$ cat src/rtl/pipe_ctrl_pkg.sv
// Shared constants for the pipeline stall controller: FSM state encodings
// and the default multdiv timeout.
package pipe_ctrl_pkg;

    // Encoding 2'b10 is held back for a future MD_DONE state.
    localparam logic [1:0] ST_RUN     = 2'b00;
    localparam logic [1:0] ST_MD_WAIT = 2'b01;

    localparam int MD_TIMEOUT_DEF = 40;

endpackage

$ cat src/rtl/sat_counter.sv
// Up-counter that sticks at all-ones instead of wrapping; used for the
// stall-cycle performance counter.
module sat_counter #(
    parameter int W = 16
) (
    input  logic         clock,
    input  logic         reset,
    input  logic         clear_i,
    input  logic         inc_i,
    output logic [W-1:0] count_o
);

    logic [W-1:0] count_q;
    logic [W-1:0] count_d;

    always_comb begin
        count_d = count_q;
        if (clear_i) begin
            count_d = '0;
        end else if (inc_i && (count_q != '1)) begin
            count_d = count_q + W'(1);
        end
    end

    // NOTE: state registers use non-blocking assignments so every flop
    // samples the pre-edge values, independent of block ordering.
    always_ff @(posedge clock) begin
        if (!reset) begin
            count_q <= '0;
        end else begin
            count_q <= count_d;
        end
    end

    assign count_o = count_q;

endmodule

$ cat src/rtl/pipe_stall_ctrl.sv
// Pipeline latch-enable / flush controller with multdiv go/wait/timeout
// sequencing and a saturating stall-cycle counter.
module pipe_stall_ctrl
    import pipe_ctrl_pkg::*;
#(
    parameter int MD_TIMEOUT = MD_TIMEOUT_DEF,
    parameter int CNT_W      = 16,
    parameter int TO_W       = 6
) (
    input  logic             clock,
    input  logic             reset,
    input  logic             la_stall,
    input  logic             branch_taken,
    input  logic             md_start,
    input  logic             md_ready,
    output logic             pc_we,
    output logic             fd_we,
    output logic             dx_we,
    output logic             xm_we,
    output logic             mw_we,
    output logic             fd_flush,
    output logic             dx_bubble,
    output logic             xm_bubble,
    output logic             md_go,
    output logic             md_timeout,
    output logic             md_busy,
    output logic [CNT_W-1:0] stall_count
);

    localparam logic [TO_W-1:0] TO_LAST = TO_W'(MD_TIMEOUT - 1);

    logic [1:0]      state_q, state_d;
    logic [TO_W-1:0] to_cnt_q, to_cnt_d;

    always_comb begin
        // NOTE: every signal written here gets a default first, so no path
        // leaves one unassigned and no latch is inferred.
        state_d    = state_q;
        to_cnt_d   = to_cnt_q;
        pc_we      = 1'b1;
        fd_we      = 1'b1;
        dx_we      = 1'b1;
        xm_we      = 1'b1;
        mw_we      = 1'b1;
        fd_flush   = 1'b0;
        dx_bubble  = 1'b0;
        xm_bubble  = 1'b0;
        md_go      = 1'b0;
        md_timeout = 1'b0;
        md_busy    = 1'b0;

        if (!reset) begin
            pc_we     = 1'b0;
            fd_we     = 1'b0;
            dx_we     = 1'b0;
            xm_we     = 1'b0;
            mw_we     = 1'b0;
            fd_flush  = 1'b1;
            dx_bubble = 1'b1;
            xm_bubble = 1'b1;
        end else begin
            case (state_q)
                ST_MD_WAIT: begin
                    md_busy = 1'b1;
                    if (md_ready) begin
                        state_d = ST_RUN;
                    end else if (to_cnt_q == TO_LAST) begin
                        md_timeout = 1'b1;
                        state_d    = ST_RUN;
                    end else begin
                        // Hold F/D/X; XM takes bubbles while MW drains.
                        pc_we     = 1'b0;
                        fd_we     = 1'b0;
                        dx_we     = 1'b0;
                        xm_bubble = 1'b1;
                        to_cnt_d  = to_cnt_q + TO_W'(1);
                    end
                end
                default: begin
                    // Unused encodings fall back to RUN behaviour.
                    if (md_start) begin
                        md_go     = 1'b1;
                        state_d   = ST_MD_WAIT;
                        to_cnt_d  = '0;
                        pc_we     = 1'b0;
                        fd_we     = 1'b0;
                        dx_we     = 1'b0;
                        xm_bubble = 1'b1;
                    end else if (branch_taken) begin
                        fd_flush  = 1'b1;
                        dx_bubble = 1'b1;
                    end else if (la_stall) begin
                        pc_we     = 1'b0;
                        fd_we     = 1'b0;
                        dx_bubble = 1'b1;
                    end
                end
            endcase
        end
    end

    always_ff @(posedge clock) begin
        if (!reset) begin
            state_q  <= ST_RUN;
            to_cnt_q <= '0;
        end else begin
            state_q  <= state_d;
            to_cnt_q <= to_cnt_d;
        end
    end

    sat_counter #(
        .W(CNT_W)
    ) u_stall_cnt (
        .clock   (clock),
        .reset   (reset),
        .clear_i (1'b0),
        .inc_i   (~pc_we),
        .count_o (stall_count)
    );

endmodule

$ cat config.mk
export PLATFORM = sky130hd
export DESIGN_NAME = pipe_stall_ctrl
export DESIGN_NICKNAME = d
export VERILOG_FILES = /design/src/rtl/pipe_ctrl_pkg.sv /design/src/rtl/sat_counter.sv /design/src/rtl/pipe_stall_ctrl.sv
export SDC_FILE = /design/constraint.sdc
export NUM_CORES = 1
export LEC_CHECK = 0
export BUFFER_PORTS_ARGS = -buffer_cell sky130_fd_sc_hd__buf_2
export CAP_MARGIN = 20
export CORE_UTILIZATION = 54
export CTS_BUF_LIST = sky130_fd_sc_hd__clkbuf_8
export CTS_CLUSTER_SIZE = 8
export DETAILED_ROUTE_END_ITERATION = 8
export GPL_TIMING_DRIVEN = 0
export PLACE_DENSITY_LB_ADDON = 0.3
export SYNTH_ARGS = -nofsm -noshare
export SYNTH_HDL_FRONTEND = slang
export SYNTH_SLANG_ARGS = --single-unit
$ cat constraint.sdc
create_clock -name clock -period 1.7 [get_ports clock]
set_input_delay 0.17 -clock clock [delete_from_list [all_inputs] [get_ports clock]]
set_output_delay 0.17 -clock clock [all_outputs]
set_load 0.05 [all_outputs]
==> metrics.md <==
| Metric | Value |
|---|---|
| Arr. time, crit path | `1.71 ns` |
| Share of power burned in registers | `0.479` |
| Violated checks | `negative setup slack` |
| Grt ovf | `0` |
| Global Route Usage Sum | `0.272` |
| Avg Vias per Cell | `6.16` |
| Top-area cell type share of the netlist area | `0.351` |
| DRC | `0` |
| Max-slew violation count | `0` |
| Max_cap viols | `0` |
| RSZ-0062 raised after global routing | `yes` |
| Largest net degree at the start of global routing | `13` |
| Met1 wire length | `1.67 mm` |
| Post-synth top cells | `23 x dfxtp_1, 20 x nor2_1, 17 x nand2_1, 12 x xnor2_1, 10 x nor4_1` |
| DP Area | `approximately 1600 sq um` |
| Worst-path clk slew | `0.08 ns` |
| Nets@finish | `roughly 210` |
| Fraction of synthesized cell area in xor and xnor cells | `0.0802` |
| Largest cells by area after synthesis | `dfxtp_1 35%, xnor2_1 8.0%, nor2_1 5.7%` |
| Worst EP required | `about 1.5 ns` |
| Leakage | `approximately 0.8 nW` |
| Combinational fraction of design power | `0.230` |
| First-pass iteration count of the detailed router | `4` |
| Final worst slack | `-0.182 ns` |
| Final HPWL DP | `2.27 mm` |
| Met3 routed WL | `221 um` |
| Pwr dens | `622 nW/um^2` |
| Synth Area in Simple Gates | `0.389` |
| CORE AREA | `2250 sq um` |
| Slew HR | `0.651` |
| Switching Share | `0.325` |
| Synth Area per Inst | `8.40 sq um` |
| Register area | `between 400 and 500 sq um` |
| Share of cells above drive strength 1 | `0.485` |
| Worst Max-Slew Pin Slew | `roughly 0.52 ns` |
| CP Capture Type | `output port` |
| Ys async rst share | `0` |
| Metal2 WL | `between 2 and 2.5 mm` |
| Peak supply drop | `0.613 mV` |
| Starting density of the core | `0.581` |
| CTS tree | `done` |
| Post-route design area | `roughly 1900 sq um` |
| Yosys warnings | `0` |
| Most frequent CP cell | `buf_8` |
| Final period util | `1.11` |
| Die area | `2630 sq um` |
| CP startpoint kind | `flip-flop` |
| Syn nets | `164` |
| Number of synthesized flops with an enable pin | `0` |
| Most frequent cell after synthesis | `dfxtp_1` |
| Die height | `51.3 um` |
| Post-Synth Adder-Cell Area | `0.0191` |
| Share of the synthesized area in compound gates (AO/OA/AOI/OAI) | `0.0592` |
| Die X | `51.3 um` |
| Clock power share | `0.292` |
| Post-synth top area cell | `dfxtp_1` |
| Min Hold Slack | `0.232 ns` |
| Post-synthesis mux area share | `0.0458` |
| # diodes | `0` |
| Pint | `0.799 mW` |
| Final min period | `1.88 ns` |
| CTS max path bufs | `2` |
| Seq cells post-synth | `23` |
| Number of buffers added on ports | `32` |
| Htree depth | `1` |
| WL/cell | `~19 um` |
| CTS Sinks | `23` |
| Multi-input gate area | `976 sq um` |
| CTS buffer count | `3` |
| Top Metal Used | `met4` |
| Worst path slowest cell | `dfxtp_4` |
| Via count | `1429` |
| DRT iter0 DRCs | `44` |
| Distinct cells, synth | `38` |
| Clock latency on the worst-skew pair | `0.27 ns` |
| GPL Wtd Cong | `between 0.7 and 0.8` |
| Post-CTS Hold Fix Bufs | `0` |
| Antenna violations before repair | `0` |
| Status | `finished with violations` |
| Area delta synth->final | `45.4%` |
| Synth Instances | `~160` |
| Fillers | `126` |
| CTS root buf | `clkbuf_8` |
| Hold Path Class | `input port to flip-flop` |
| WL final | `between 4 and 5 mm` |
| Finished Layout Cells | `between 200 and 250` |
| Main synth FF type | `dfxtp_1` |
| Final ANT Viol Nets | `0` |
| Post-synthesis sequential area ratio | `0.351` |
| Main combinational cell family by area after synthesis | `simple AND/OR/NAND/NOR gates` |
| Critical Path, Cell by Cell | `ha_4 -> nand4b_4 -> nor3b_4 -> or2_4 -> and2_4 -> buf_8 -> buf_8` |
| Slowest stage delay, CP | `0.38 ns` |
| Final core occ | `0.845` |
| # placed instances | `216` |
| Skew final | `between 0.002 and 0.0025 ns` |
| First-pass GRT wire length | `5.31 mm` |
| Number of global-route vias before repair | `1156` |
| Peak Freq | `0.531 GHz` |
| Mapped cell area | `~1300 sq um` |
| Critical path fanouts, max | `4` |
| Row count | `17` |
| Switch Pwr | `0.385 mW` |
| Final hold violation count | `0` |
| Setup CP Type | `flip-flop to output port` |
| Setup-failing EPs final | `14` |
| # IOs | `33` |
| Final total power | `1.18 mW` |
[timing repair]
item | CTS | global route
buffers inserted | 8 | 4
gates resized for setup | 17 | 26
pin swaps | 7 | 6
setup endpoints to repair | 9 | 19
gates cloned | 0 | 0
endpoints found under the hold margin | 0 | 0
[registers in the layout (all words and copies together) (netlist names)]
signal and flops:
state_q 1, u_stall_cnt.count_o 16, to_cnt_q 6
[power groups by stage]
stage,sequential [mW],combinational (mW),clock (mW)
after floorplan,0.611,0.145,0
after global placement,0.580,0.218,0
after detailed placement,0.582,0.225,0
after CTS,0.567,0.248,0.342
after global routing,0.569,0.283,0.371
final,0.567,0.272,0.345
[cells by family (layout without fill, tap and decap cells)]
kind of cell | Yosys count | count (layout)
AND/OR/NAND/NOR | 88 | 88
adder cells (fa/ha/maj) | 2 | 2
AO/OA/AOI/OAI | 12 | 12
flip-flops | 23 | 23
multiplexers | 6 | 6
buffers and inverters | 13 | 61
XOR/XNOR | 12 | 12
[routing by layer]
| layer | vias to the layer above | global-route usage |
|---|---|---|
| li1 | 640 | - |
| met5 | - | 0 |
| met3 | 26 | 0.0417 |
| met4 | 0 | 0.0766 |
| met2 | 73 | 0.480 |
| met1 | 690 | 0.339 |
[area by class of cell]
cell class              count  area share
repair buffers             44       0.146
well taps                  28      0.0184
inverters                   5     0.00986
plain buffers               8      0.0322
clock inverters             1     0.00197
flip-flops and latches     23       0.258
clock buffers               3      0.0217
multi-input cells         120       0.512
[final timing paths]
kind / start / to / slack (ns) / cells after the start
min: reset / u_stall_cnt.count_o[13] / 0.23 / 3
max reg2reg: u_stall_cnt.count_o[0] / u_stall_cnt.count_o[7] / -0.10 / 7
max: to_cnt_q[1] / pc_we / -0.18 / 7
min reg2reg: u_stall_cnt.count_o[11] / u_stall_cnt.count_o[11] / 0.52 / 2
[stage by stage]
step | setup TNS (ns) | worst slack (ns)
after floorplan | -0.0720 | -0.0720
after global placement | -0.162 | -0.114
after detailed placement | -0.377 | -0.174
after CTS | -0.411 | -0.157
after global routing | -1.95 | -0.220
final | -1.08 | -0.182
[critical path, delay by kind of cell, from the launching register on]
family,cells,cell delay (ns)
buffers and inverters,2,0.22
AND/OR/NAND/NOR,4,0.68
flip-flops,1,0.38
adder cells (fa/ha/maj),1,0.16
[placed cells by master (no fill, tap or decap), types with 3 or more instances in the layout]
master / Yosys / layout
xnor2_1: 12 / 12
dfxtp_4: 0 / 3
buf_2: 0 / 27
mux2i_1: 6 / 6
nand2b_1: 6 / 6
nand3_1: 9 / 9
nor2_1: 20 / 20
inv_1: 5 / 5
nor4_4: 1 / 6
clkbuf_8: 0 / 3
nor4_2: 0 / 5
nand2_1: 17 / 16
dfxtp_2: 0 / 15
buf_6: 1 / 3
buf_4: 4 / 17
dfxtp_1: 23 / 5
Power figures use the tool's default switching activity.
